$ cat src/rtl/ws2812_bit_enc.sv
// ws2812_bit_enc: WS2812 single-wire line encoder, one data bit per strobe.
// Each accepted bit becomes a high phase of T0H/T1H cycles followed by low
// to the end of a T_BIT-cycle period. A done pulse asks for the next bit.
// Optional build macro WS2812_EARLY_DONE_EN: done pulses DONE_LEAD cycles
// ahead of period end and a one-entry pending buffer keeps the line gapless.
//
// state  | meaning
// S_IDLE | line low, waiting for a strobe
// S_HIGH | high phase of the current bit, cnt runs 0..TH-1
// S_LOW  | low phase, cnt continues to T_BIT-1 then the period ends
module ws2812_bit_enc #(
    parameter logic [15:0] T0H       = 16'd80,
    parameter logic [15:0] T1H       = 16'd160,
    parameter logic [15:0] T_BIT     = 16'd250,
    parameter logic [15:0] DONE_LEAD = 16'd4
) (
    input  logic clk_in,
    input  logic rst_n_in,
    input  logic bit_rdy_in,
    input  logic bit_data_in,
    output logic ws2812_out,
    output logic bit_done_out,
    output logic busy_out,
    output logic ovf_err_out
);

    typedef enum logic [1:0] {
        S_IDLE = 2'd0,
        S_HIGH = 2'd1,
        S_LOW  = 2'd2
    } state_t;

    localparam logic [15:0] LAST_CNT = T_BIT - 16'd1;
    // An illegal timing set leaves the encoder inert instead of emitting a
    // malformed waveform; for legal sets this folds to a constant 1.
    localparam logic PARAMS_OK = (T0H != 16'd0) && (T0H < T1H) && (T1H < LAST_CNT) &&
                                 (DONE_LEAD != 16'd0) && (DONE_LEAD < (T_BIT - T1H));
`ifdef WS2812_EARLY_DONE_EN
    // The pending window opens in the same cycle the early done is visible,
    // so the done register is loaded one count earlier.
    localparam logic [15:0] PEND_CNT = LAST_CNT - DONE_LEAD;
    localparam logic [15:0] DONE_CNT = PEND_CNT - 16'd1;
`endif

    state_t      state_q, state_d;
    logic [15:0] cnt_q, cnt_d;
    logic        cur_bit_q, cur_bit_d;
    logic        ws_q, ws_d;
    logic        done_q, done_d;
    logic        busy_q, busy_d;
    logic        ovf_q, ovf_d;
    logic [15:0] th_len;
`ifdef WS2812_EARLY_DONE_EN
    logic        pend_vld_q, pend_vld_d;
    logic        pend_bit_q, pend_bit_d;
`endif

    assign th_len = cur_bit_q ? T1H : T0H;

    // Next-state, counter, strobe acceptance and overflow detection.
    always_comb begin
        state_d   = state_q;
        cnt_d     = cnt_q;
        cur_bit_d = cur_bit_q;
        done_d    = 1'b0;
        ovf_d     = ovf_q;
`ifdef WS2812_EARLY_DONE_EN
        pend_vld_d = pend_vld_q;
        pend_bit_d = pend_bit_q;
`endif
        case (state_q)
            S_IDLE: begin
                if (bit_rdy_in && PARAMS_OK) begin
                    state_d   = S_HIGH;
                    cnt_d     = 16'd0;
                    cur_bit_d = bit_data_in;
                end
            end
            S_HIGH: begin
                cnt_d = cnt_q + 16'd1;
                if (cnt_q == th_len - 16'd1) begin
                    state_d = S_LOW;
                end
                if (bit_rdy_in) begin
                    ovf_d = 1'b1;
                end
            end
            S_LOW: begin
                if (cnt_q == LAST_CNT) begin
                    cnt_d = 16'd0;
`ifdef WS2812_EARLY_DONE_EN
                    if (pend_vld_q) begin
                        state_d    = S_HIGH;
                        cur_bit_d  = pend_bit_q;
                        pend_vld_d = 1'b0;
                        if (bit_rdy_in) begin
                            ovf_d = 1'b1;
                        end
                    end else if (bit_rdy_in) begin
                        state_d   = S_HIGH;
                        cur_bit_d = bit_data_in;
                    end else begin
                        state_d = S_IDLE;
                    end
`else
                    done_d = 1'b1;
                    if (bit_rdy_in) begin
                        state_d   = S_HIGH;
                        cur_bit_d = bit_data_in;
                    end else begin
                        state_d = S_IDLE;
                    end
`endif
                end else begin
                    cnt_d = cnt_q + 16'd1;
                    if (bit_rdy_in) begin
`ifdef WS2812_EARLY_DONE_EN
                        if ((cnt_q >= PEND_CNT) && !pend_vld_q) begin
                            pend_vld_d = 1'b1;
                            pend_bit_d = bit_data_in;
                        end else begin
                            ovf_d = 1'b1;
                        end
`else
                        ovf_d = 1'b1;
`endif
                    end
                end
            end
            default: state_d = S_IDLE;
        endcase
`ifdef WS2812_EARLY_DONE_EN
        if ((state_q != S_IDLE) && (cnt_q == DONE_CNT)) begin
            done_d = 1'b1;
        end
`endif
        ws_d   = (state_d == S_HIGH);
        busy_d = (state_d != S_IDLE);
    end

    // State and registered outputs; reset drops the line at once.
    always_ff @(posedge clk_in or negedge rst_n_in) begin
        if (!rst_n_in) begin
            state_q   <= S_IDLE;
            cnt_q     <= 16'd0;
            cur_bit_q <= 1'b0;
            ws_q      <= 1'b0;
            done_q    <= 1'b0;
            busy_q    <= 1'b0;
            ovf_q     <= 1'b0;
        end else begin
            state_q   <= state_d;
            cnt_q     <= cnt_d;
            cur_bit_q <= cur_bit_d;
            ws_q      <= ws_d;
            done_q    <= done_d;
            busy_q    <= busy_d;
            ovf_q     <= ovf_d;
        end
    end

`ifdef WS2812_EARLY_DONE_EN
    // Pending bit buffer for strobes that arrive inside the early-done window.
    always_ff @(posedge clk_in or negedge rst_n_in) begin
        if (!rst_n_in) begin
            pend_vld_q <= 1'b0;
            pend_bit_q <= 1'b0;
        end else begin
            pend_vld_q <= pend_vld_d;
            pend_bit_q <= pend_bit_d;
        end
    end
`endif

    assign ws2812_out   = ws_q;
    assign bit_done_out = done_q;
    assign busy_out     = busy_q;
    assign ovf_err_out  = ovf_q;

endmodule

$ cat config.mk
export PLATFORM = sky130hd
export DESIGN_NAME = ws2812_bit_enc
export DESIGN_NICKNAME = d
export VERILOG_FILES = /design/src/rtl/ws2812_bit_enc.sv
export SDC_FILE = /design/constraint.sdc
export NUM_CORES = 1
export LEC_CHECK = 0
export ABC_AREA = 1
export CAP_MARGIN = 10
export CORE_MARGIN = 2
export CORE_UTILIZATION = 55
export CTS_BUF_LIST = sky130_fd_sc_hd__clkbuf_8
export DETAILED_ROUTE_END_ITERATION = 6
export PLACE_DENSITY = 0.77
export SYNTH_ARGS = -nofsm -noshare
export SYNTH_HDL_FRONTEND = slang
export SYNTH_SLANG_ARGS = --single-unit
$ cat constraint.sdc
create_clock -name clk_in -period 1.54 [get_ports clk_in]
set_input_delay 0.308 -clock clk_in [delete_from_list [all_inputs] [get_ports clk_in]]
set_output_delay 0.308 -clock clk_in [all_outputs]
set_load 0.01 [all_outputs]
==> flow_results.xml, run 1 <==
<?xml version="1.0" encoding="UTF-8"?>
<metrics>
  <group name="sta">
    <metric name="period_utilisation_layout" unit="%">101.3</metric>
    <metric name="fin_worst_skew" unit="ns">0.006971</metric>
    <metric name="setup_viol_count_final" unit="">1</metric>
    <metric name="final-hold-violation-count" unit="">0</metric>
    <metric name="fmaxAchievable" unit="GHz">0.6410</metric>
    <metric name="unrepaired_setup_endpoints_after_global_routing" unit="">true</metric>
    <metric name="fin_ws" unit="ns">-0.01997</metric>
    <metric name="maxSlewViolCount" unit="">0</metric>
    <metric name="final.hold.worst_slack" unit="ns">0.3821</metric>
    <metric name="worst-slew-pin-transition" unit="ns">0.3032</metric>
    <metric name="crit_path_time_final" unit="ns">1.560</metric>
    <metric name="slew_headroom" unit="%">79.78</metric>
  </group>
  <group name="floorplan">
    <metric name="die_width" unit="um">53.87</metric>
    <metric name="io_pins" unit="">8</metric>
    <metric name="effective_utilization_at_floorplan" unit="%">56.75</metric>
    <metric name="die_area" unit="mm2">0.002901</metric>
    <metric name="die_height" unit="um">53.87</metric>
    <metric name="fp.coreArea" unit="mm2">0.002410</metric>
    <metric name="row_count" unit="">18</metric>
  </group>
  <group name="route">
    <metric name="antenna_left" unit="">0</metric>
    <metric name="first_pass_iteration_count_of_the_detailed_router" unit="">4</metric>
    <metric name="avgRoutedWirePerCell" unit="um">14.44</metric>
    <metric name="detail_route.vias_per_cell" unit="">5.506</metric>
    <metric name="routed_wirelength" unit="mm">3.481</metric>
    <metric name="drcViolationCount" unit="">0</metric>
    <metric name="drt-initial-drc-count" unit="">42</metric>
    <metric name="via_count_of_the_routed_design" unit="">1327</metric>
  </group>
  <group name="logic_synthesis">
    <metric name="yosys.cell_count.top_type" unit="">sky130_fd_sc_hd__nand2_1</metric>
    <metric name="synth_top_area_share" unit="%">42.09</metric>
    <metric name="ys_seq_area_share" unit="%">42.09</metric>
    <metric name="synth_enable_flop_cells" unit="">0</metric>
    <metric name="synthDominantAreaCellType" unit="">sky130_fd_sc_hd__dfrtp_1</metric>
    <metric name="synth-seq-cells" unit="">23</metric>
    <metric name="synthCells" unit="">180</metric>
    <metric name="synth_nets" unit="">190</metric>
    <metric name="async_reset_ff_share" unit="%">100.0</metric>
    <metric name="synthTopCellsByArea" unit="">sky130_fd_sc_hd__dfrtp_1 42%, sky130_fd_sc_hd__nand2_1 11%, sky130_fd_sc_hd__inv_1 7.1%, sky130_fd_sc_hd__a21oi_1 5.5%, sky130_fd_sc_hd__ha_1 5.5%</metric>
    <metric name="synth.cell_area" unit="mm2">0.001368</metric>
    <metric name="syn_avg_cell_area" unit="um2">7.598</metric>
    <metric name="ys_dominant_reg_cell" unit="">sky130_fd_sc_hd__dfrtp_1</metric>
    <metric name="synth_top_cells_by_count" unit="">39 x sky130_fd_sc_hd__nand2_1, 26 x sky130_fd_sc_hd__inv_1, 23 x sky130_fd_sc_hd__dfrtp_1</metric>
    <metric name="post_synth_num_cell_types" unit="">22</metric>
    <metric name="synthesis.yosys.warnings" unit="">0</metric>
  </group>
  <group name="clocking">
    <metric name="path_clk_slew" unit="ns">0.09</metric>
    <metric name="clockBufferDepth" unit="">2</metric>
    <metric name="cts_inserted_buffers" unit="">3</metric>
    <metric name="cts_hold_buf" unit="">0</metric>
    <metric name="cts-root-buf" unit="">sky130_fd_sc_hd__clkbuf_8</metric>
    <metric name="cts_tree" unit="">built</metric>
    <metric name="htreeDepth" unit="">1</metric>
    <metric name="clock_latency" unit="ns">0.27</metric>
    <metric name="cts_sinks" unit="">23</metric>
  </group>
  <group name="placed_design">
    <metric name="port_buffers" unit="">7</metric>
    <metric name="place_area" unit="mm2">0.001597</metric>
    <metric name="gp_routability_congestion" unit="">0.8660</metric>
    <metric name="hpwlAfterDp" unit="mm">2.379</metric>
  </group>
  <group name="layout">
    <metric name="drive_gt1_share" unit="%">26.54</metric>
    <metric name="n_fill_cell" unit="">170</metric>
    <metric name="final_design_area_no_fill" unit="mm2">0.001773</metric>
    <metric name="antennaDiodeCount" unit="">0</metric>
    <metric name="number_of_nets_at_the_end_of_the_flow" unit="">222</metric>
    <metric name="area.growth.synth_to_final" unit="%">29.64</metric>
    <metric name="regArea" unit="um2">576.8</metric>
    <metric name="multi_input_comb_area" unit="um2">777.0</metric>
  </group>
  <group name="setup_path">
    <metric name="criticalPathCategory" unit="">register to register</metric>
    <metric name="worst_ep_arrival_time" unit="ns">1.72</metric>
    <metric name="r2r_start" unit="">state_q[1]$_DFF_PN0_</metric>
    <metric name="crit_fanout" unit="">4</metric>
    <metric name="reg2reg_end" unit="">cnt_q[8]$_DFFE_PN0P_</metric>
    <metric name="cp-start-kind" unit="">register</metric>
    <metric name="cell_depth_of_the_worst_flop_to_flop_path" unit="">8</metric>
    <metric name="timing.critical_path.to_type" unit="">register</metric>
    <metric name="setup.worst_path.start" unit="">state_q[1]$_DFF_PN0_</metric>
    <metric name="required_time_reported_for_the_critical_path_endpoint" unit="ns">1.70</metric>
    <metric name="cp-endpoint" unit="">cnt_q[8]$_DFFE_PN0P_</metric>
    <metric name="timing.reg2reg.setup_slack" unit="ns">-0.02</metric>
  </group>
  <group name="global_route">
    <metric name="grt_pass1_wl" unit="mm">5.085</metric>
    <metric name="grt_pass1_vias" unit="">1140</metric>
    <metric name="gr-total-overflow" unit="">0</metric>
    <metric name="grt_use_total" unit="%">24.69</metric>
    <metric name="number_of_antenna_violations_at_the_first_check_in_global_routing" unit="">0</metric>
    <metric name="grt_max_degree" unit="">24</metric>
  </group>
  <group name="power_and_ir_drop">
    <metric name="finalPower" unit="mW">2.204</metric>
    <metric name="power-per-cell-area" unit="mW/mm2">1243</metric>
    <metric name="vdd_drop_max" unit="uV">998.5</metric>
    <metric name="leakage" unit="nW">0.8128</metric>
  </group>
  <group name="job">
    <metric name="max-cap-violations" unit="">0</metric>
  </group>
  <group name="outcome">
    <metric name="violations" unit="">negative setup slack</metric>
    <metric name="run_status" unit="">finished with violations</metric>
  </group>
  <group name="hold_path">
    <metric name="worst_hold_check_path_type" unit="">input pin to async pin</metric>
  </group>
</metrics>
==> state kept, by name (all words and copies together), names as in the netlist <==
signal and flops:
cur_bit_q 1, cnt_q 16, busy_out 1, ws2812_out 1, ovf_err_out 1, state_q 2, bit_done_out 1
==> how the worst min path moves through the flow <==
stage	start	to	slack, ns
3_3_place_gp	ovf_err_out$_DFFE_PN0P_	ovf_err_out$_DFFE_PN0P_	0.46
4_1_cts	rst_n_in	cnt_q[12]$_DFFE_PN0P_	0.39
5_1_grt	rst_n_in	cnt_q[12]$_DFFE_PN0P_	0.43
2_1_floorplan	rst_n_in	bit_done_out$_DFF_PN0_	0.01
6_report	rst_n_in	cnt_q[0]$_DFFE_PN0P_	0.38
3_5_place_dp	ovf_err_out$_DFFE_PN0P_	ovf_err_out$_DFFE_PN0P_	0.46
==> power by group <==
group	total, mW	internal [mW]	switching, mW
sequential	0.760	0.690	0.0706
combinational	1.06	0.457	0.601
clock	0.387	0.183	0.203
==> cell families after synthesis <==
family | after synthesis | share of synthesized area (%)
buffers and inverters | 29 | 7.959
DFF | 23 | 42.09
xor gates and xnor gates | 9 | 5.764
AOI/OAI and AO/OA | 28 | 10.80
adders and majority gates | 6 | 5.489
and+or+nand+nor | 85 | 27.90
==> cell type report <==
cell class / instances / share of cell area (%)
Clock inverter: 1 / 0.4234
Inverter: 28 / 5.928
Clock buffer: 3 / 2.329
Sequential cell: 23 / 32.53
Tap cell: 30 / 2.117
Multi-Input combinational cell: 128 / 43.82
Timing Repair Buffer: 28 / 12.84
==> layout by cell type, fill, tap and decap left out, types with 2 or more instances in the layout <==
master / instances
sky130_fd_sc_hd__a21oi_1: 14
sky130_fd_sc_hd__buf_4: 21
sky130_fd_sc_hd__clkbuf_8: 3
sky130_fd_sc_hd__clkdlybuf4s50_1: 7
sky130_fd_sc_hd__dfrtp_1: 22
sky130_fd_sc_hd__ha_1: 3
sky130_fd_sc_hd__ha_4: 2
sky130_fd_sc_hd__inv_1: 22
sky130_fd_sc_hd__inv_2: 6
sky130_fd_sc_hd__nand2_1: 36
sky130_fd_sc_hd__nand2_2: 7
sky130_fd_sc_hd__nand2_4: 2
sky130_fd_sc_hd__nand3_1: 12
sky130_fd_sc_hd__nand3_2: 2
sky130_fd_sc_hd__nand4_1: 3
sky130_fd_sc_hd__nor2_1: 14
sky130_fd_sc_hd__nor2_2: 4
sky130_fd_sc_hd__nor2_4: 2
sky130_fd_sc_hd__o21ai_1: 8
sky130_fd_sc_hd__xor2_1: 8
==> repair_timing <==
action | CTS | global route
pin swaps | 2 | 10
resized for setup | 4 | 23
setup endpoints to repair | 2 | 21
setup buffers | 1 | 5
==> worst max-delay path, stage by stage (launching register included) <==
cell,delay [ns]
sky130_fd_sc_hd__dfrtp_1,0.37
sky130_fd_sc_hd__inv_2,0.06
sky130_fd_sc_hd__ha_4,0.27
sky130_fd_sc_hd__nand2_2,0.05
sky130_fd_sc_hd__nand2_2,0.09
sky130_fd_sc_hd__nand4_1,0.18
sky130_fd_sc_hd__nor2_1,0.20
sky130_fd_sc_hd__xor2_1,0.19
sky130_fd_sc_hd__a21oi_1,0.06
==> through the flow <==
stage | setup slack (ns) | std cells | util [%] | setup TNS (ns)
finish | -0.01997 | 241 | 73.57 | -0.01997
global route | -0.1234 | 241 | 73.57 | -0.9255
CTS | 0.0004138 | 236 | 68.80 | 0
detailed placement | -0.1176 | 231 | 66.25 | -0.7301
global placement | -0.06442 | 231 | 66.25 | -0.1580
floorplan | 0.003994 | 180 | - | 0
==> routing by layer <==
layer | track usage [%] | part of all wire (%)
met1 | 31.35 | 43
met2 | 43.70 | 51
met3 | 2.778 | 4.1
met4 | 7.265 | 2.1
met5 | 0 | 0
(Power assumes the default switching activity.)
==> run 2, diff against run 1 <==
- CORE_UTILIZATION: 55 -> 61
- GPL_TIMING_DRIVEN: default -> 0
- PLACE_DENSITY: 0.77 -> 0.92
- clock period: 1.54 -> 1.7 ns (I/O delays scaled with it)
==> flow_results.xml, run 2 (synthesized netlist as in run 1, its figures left out) <==
<?xml version="1.0" encoding="UTF-8"?>
<metrics>
  <group name="route">
    <metric name="detail_route.vias_per_cell" unit="">5.696</metric>
    <metric name="drt-initial-drc-count" unit="">33</metric>
    <metric name="avgRoutedWirePerCell" unit="um">14.19</metric>
    <metric name="antenna_left" unit="">0</metric>
    <metric name="first_pass_iteration_count_of_the_detailed_router" unit="">4</metric>
    <metric name="drcViolationCount" unit="">0</metric>
    <metric name="routed_wirelength" unit="mm">3.179</metric>
    <metric name="via_count_of_the_routed_design" unit="">1276</metric>
  </group>
  <group name="floorplan">
    <metric name="row_count" unit="">17</metric>
    <metric name="fp.coreArea" unit="mm2">0.002170</metric>
    <metric name="die_height" unit="um">51.35</metric>
    <metric name="die_area" unit="mm2">0.002637</metric>
    <metric name="die_width" unit="um">51.35</metric>
    <metric name="io_pins" unit="">8</metric>
    <metric name="effective_utilization_at_floorplan" unit="%">63.03</metric>
  </group>
  <group name="global_route">
    <metric name="grt_pass1_vias" unit="">1266</metric>
    <metric name="grt_max_degree" unit="">24</metric>
    <metric name="gr-total-overflow" unit="">0</metric>
    <metric name="number_of_antenna_violations_at_the_first_check_in_global_routing" unit="">0</metric>
    <metric name="grt_use_total" unit="%">27.08</metric>
    <metric name="grt_pass1_wl" unit="mm">5.326</metric>
  </group>
  <group name="layout">
    <metric name="multi_input_comb_area" unit="um2">708.2</metric>
    <metric name="final_design_area_no_fill" unit="mm2">0.001583</metric>
    <metric name="antennaDiodeCount" unit="">0</metric>
    <metric name="n_fill_cell" unit="">165</metric>
    <metric name="max_flop_register" unit="">cnt_q</metric>
    <metric name="regArea" unit="um2">575.6</metric>
    <metric name="largest_reg_flops" unit="">16</metric>
    <metric name="layout.cells.most_common" unit="">sky130_fd_sc_hd__nand2_1</metric>
    <metric name="largestRegisters" unit="">cnt_q x16, state_q x2</metric>
    <metric name="final_cell_mix" unit="">37 x sky130_fd_sc_hd__nand2_1, 24 x sky130_fd_sc_hd__inv_1, 23 x sky130_fd_sc_hd__dfrtp_1, 17 x sky130_fd_sc_hd__nor2_1, 15 x sky130_fd_sc_hd__a21oi_1</metric>
    <metric name="number_of_nets_at_the_end_of_the_flow" unit="">207</metric>
    <metric name="drive_gt1_share" unit="%">13.27</metric>
    <metric name="area.growth.synth_to_final" unit="%">15.74</metric>
  </group>
  <group name="clocking">
    <metric name="cts_tree" unit="">built</metric>
    <metric name="clockBufferDepth" unit="">2</metric>
    <metric name="cts_sinks" unit="">23</metric>
    <metric name="clock_latency" unit="ns">0.26</metric>
    <metric name="cts_hold_buf" unit="">0</metric>
    <metric name="cts-root-buf" unit="">sky130_fd_sc_hd__clkbuf_8</metric>
    <metric name="cts_inserted_buffers" unit="">3</metric>
    <metric name="htreeDepth" unit="">1</metric>
    <metric name="path_clk_slew" unit="ns">0.08</metric>
  </group>
  <group name="sta">
    <metric name="crit_path_time_final" unit="ns">1.603</metric>
    <metric name="fin_worst_skew" unit="ns">0.003896</metric>
    <metric name="final-hold-violation-count" unit="">0</metric>
    <metric name="slew_headroom" unit="%">32.21</metric>
    <metric name="final.hold.worst_slack" unit="ns">0.4716</metric>
    <metric name="fmaxAchievable" unit="GHz">0.6238</metric>
    <metric name="maxSlewViolCount" unit="">0</metric>
    <metric name="worst-slew-pin-transition" unit="ns">1.014</metric>
    <metric name="setup_viol_count_final" unit="">0</metric>
    <metric name="period_utilisation_layout" unit="%">94.30</metric>
  </group>
  <group name="power_and_ir_drop">
    <metric name="finalPower" unit="mW">1.770</metric>
    <metric name="power-per-cell-area" unit="mW/mm2">1118</metric>
    <metric name="leakage" unit="nW">0.7459</metric>
    <metric name="vdd_drop_max" unit="uV">843.8</metric>
  </group>
  <group name="placed_design">
    <metric name="place_area" unit="mm2">0.001473</metric>
    <metric name="port_buffers" unit="">7</metric>
    <metric name="gp_routability_congestion" unit="">0.9215</metric>
    <metric name="hpwlAfterDp" unit="mm">2.229</metric>
  </group>
  <group name="hold_path">
    <metric name="min_path_cells" unit="">3</metric>
    <metric name="worst_hold_check_path_type" unit="">input pin to register</metric>
    <metric name="min_to" unit="">ovf_err_out$_DFFE_PN0P_</metric>
    <metric name="min_from" unit="">bit_rdy_in</metric>
  </group>
  <group name="setup_path">
    <metric name="crit_fanout" unit="">5</metric>
    <metric name="r2r_start" unit="">state_q[1]$_DFF_PN0_</metric>
    <metric name="cell_depth_of_the_worst_flop_to_flop_path" unit="">8</metric>
    <metric name="reg2reg_end" unit="">cnt_q[8]$_DFFE_PN0P_</metric>
    <metric name="required_time_reported_for_the_critical_path_endpoint" unit="ns">1.83</metric>
    <metric name="cp-start-kind" unit="">register</metric>
    <metric name="criticalPathCategory" unit="">register to register</metric>
    <metric name="worst_ep_arrival_time" unit="ns">1.73</metric>
    <metric name="timing.reg2reg.setup_slack" unit="ns">0.1</metric>
    <metric name="timing.critical_path.to_type" unit="">register</metric>
  </group>
  <group name="job">
    <metric name="max-cap-violations" unit="">0</metric>
  </group>
  <group name="outcome">
    <metric name="run_status" unit="">finished, final reports clean</metric>
  </group>
</metrics>
-- run 2: cell count changes in the layout (fill, tap and decap cells not counted), sizes merged --
cell and delta:
buf -16, clkdlybuf4s50 -1, clkinvlp -1, inv +1
clkbuf +1, dlymetal6s2s +1
-- run 2: worst max-delay path by stage --
| stage | from | to | cells past startpoint |
|---|---|---|---|
| floorplan | state_q[0]$_DFF_PN0_ | cnt_q[8]$_DFFE_PN0P_ | 8 |
| global placement | bit_rdy_in | cnt_q[7]$_DFFE_PN0P_ | 7 |
| detailed placement | bit_rdy_in | cnt_q[8]$_DFFE_PN0P_ | 7 |
| CTS | state_q[1]$_DFF_PN0_ | cnt_q[8]$_DFFE_PN0P_ | 8 |
| global route | cnt_q[0]$_DFFE_PN0P_ | busy_out$_DFF_PN0_ | 8 |
| finish | state_q[1]$_DFF_PN0_ | cnt_q[8]$_DFFE_PN0P_ | 8 |
-- run 2: through the flow --
stage / setup TNS [ns] / std cells / util (%) / worst slack [ns]
CTS: 0 / 222 / 71.57 / 0.002117
finish: 0 / 224 / 72.95 / 0.09697
global route: -0.07518 / 224 / 72.95 / -0.04456
detailed placement: -1.221 / 215 / 67.88 / -0.1913
global placement: -0.7372 / 215 / 67.88 / -0.1319
floorplan: 0 / 180 / - / 0.1127
-- run 2: cell type report --
class	count	share of cell area, %
repair buffers	12	6.957
flip-flops and latches	23	36.36
inverters	28	6.640
multi-input cells	128	44.74
clock buffers	3	2.609
clock inverters	1	0.2372
well taps	28	2.213
plain buffers	1	0.2372
-- run 2: layer usage --
metal	GRT usage, %	vias up	share of wire, %
li1	-	604	-
met1	31.48	602	40
met2	49.78	58	52
met3	2.924	12	5.7
met4	12.28	0	2.7
met5	0	-	0
-- run 2: what timing repair did --
action,4_1_cts,5_1_grt
setup endpoints to repair,10,10
gates resized for setup,1,10
setup buffers,3,2
pin swaps,1,4
-- run 2: critical path, stage by stage, from the launching register on --
cell	delay, ns
sky130_fd_sc_hd__dfrtp_1	0.38
sky130_fd_sc_hd__inv_2	0.07
sky130_fd_sc_hd__ha_4	0.27
sky130_fd_sc_hd__nand2_2	0.07
sky130_fd_sc_hd__nand2_4	0.09
sky130_fd_sc_hd__nand4_1	0.19
sky130_fd_sc_hd__nor2_2	0.17
sky130_fd_sc_hd__xor2_1	0.17
sky130_fd_sc_hd__a21oi_1	0.06
-- run 2: report_power, final --
group	total [mW]	internal, mW	switching (mW)
registers	0.680	0.623	0.0572
clock network	0.334	0.161	0.173
logic	0.756	0.288	0.468
total	1.77	1.07	0.698
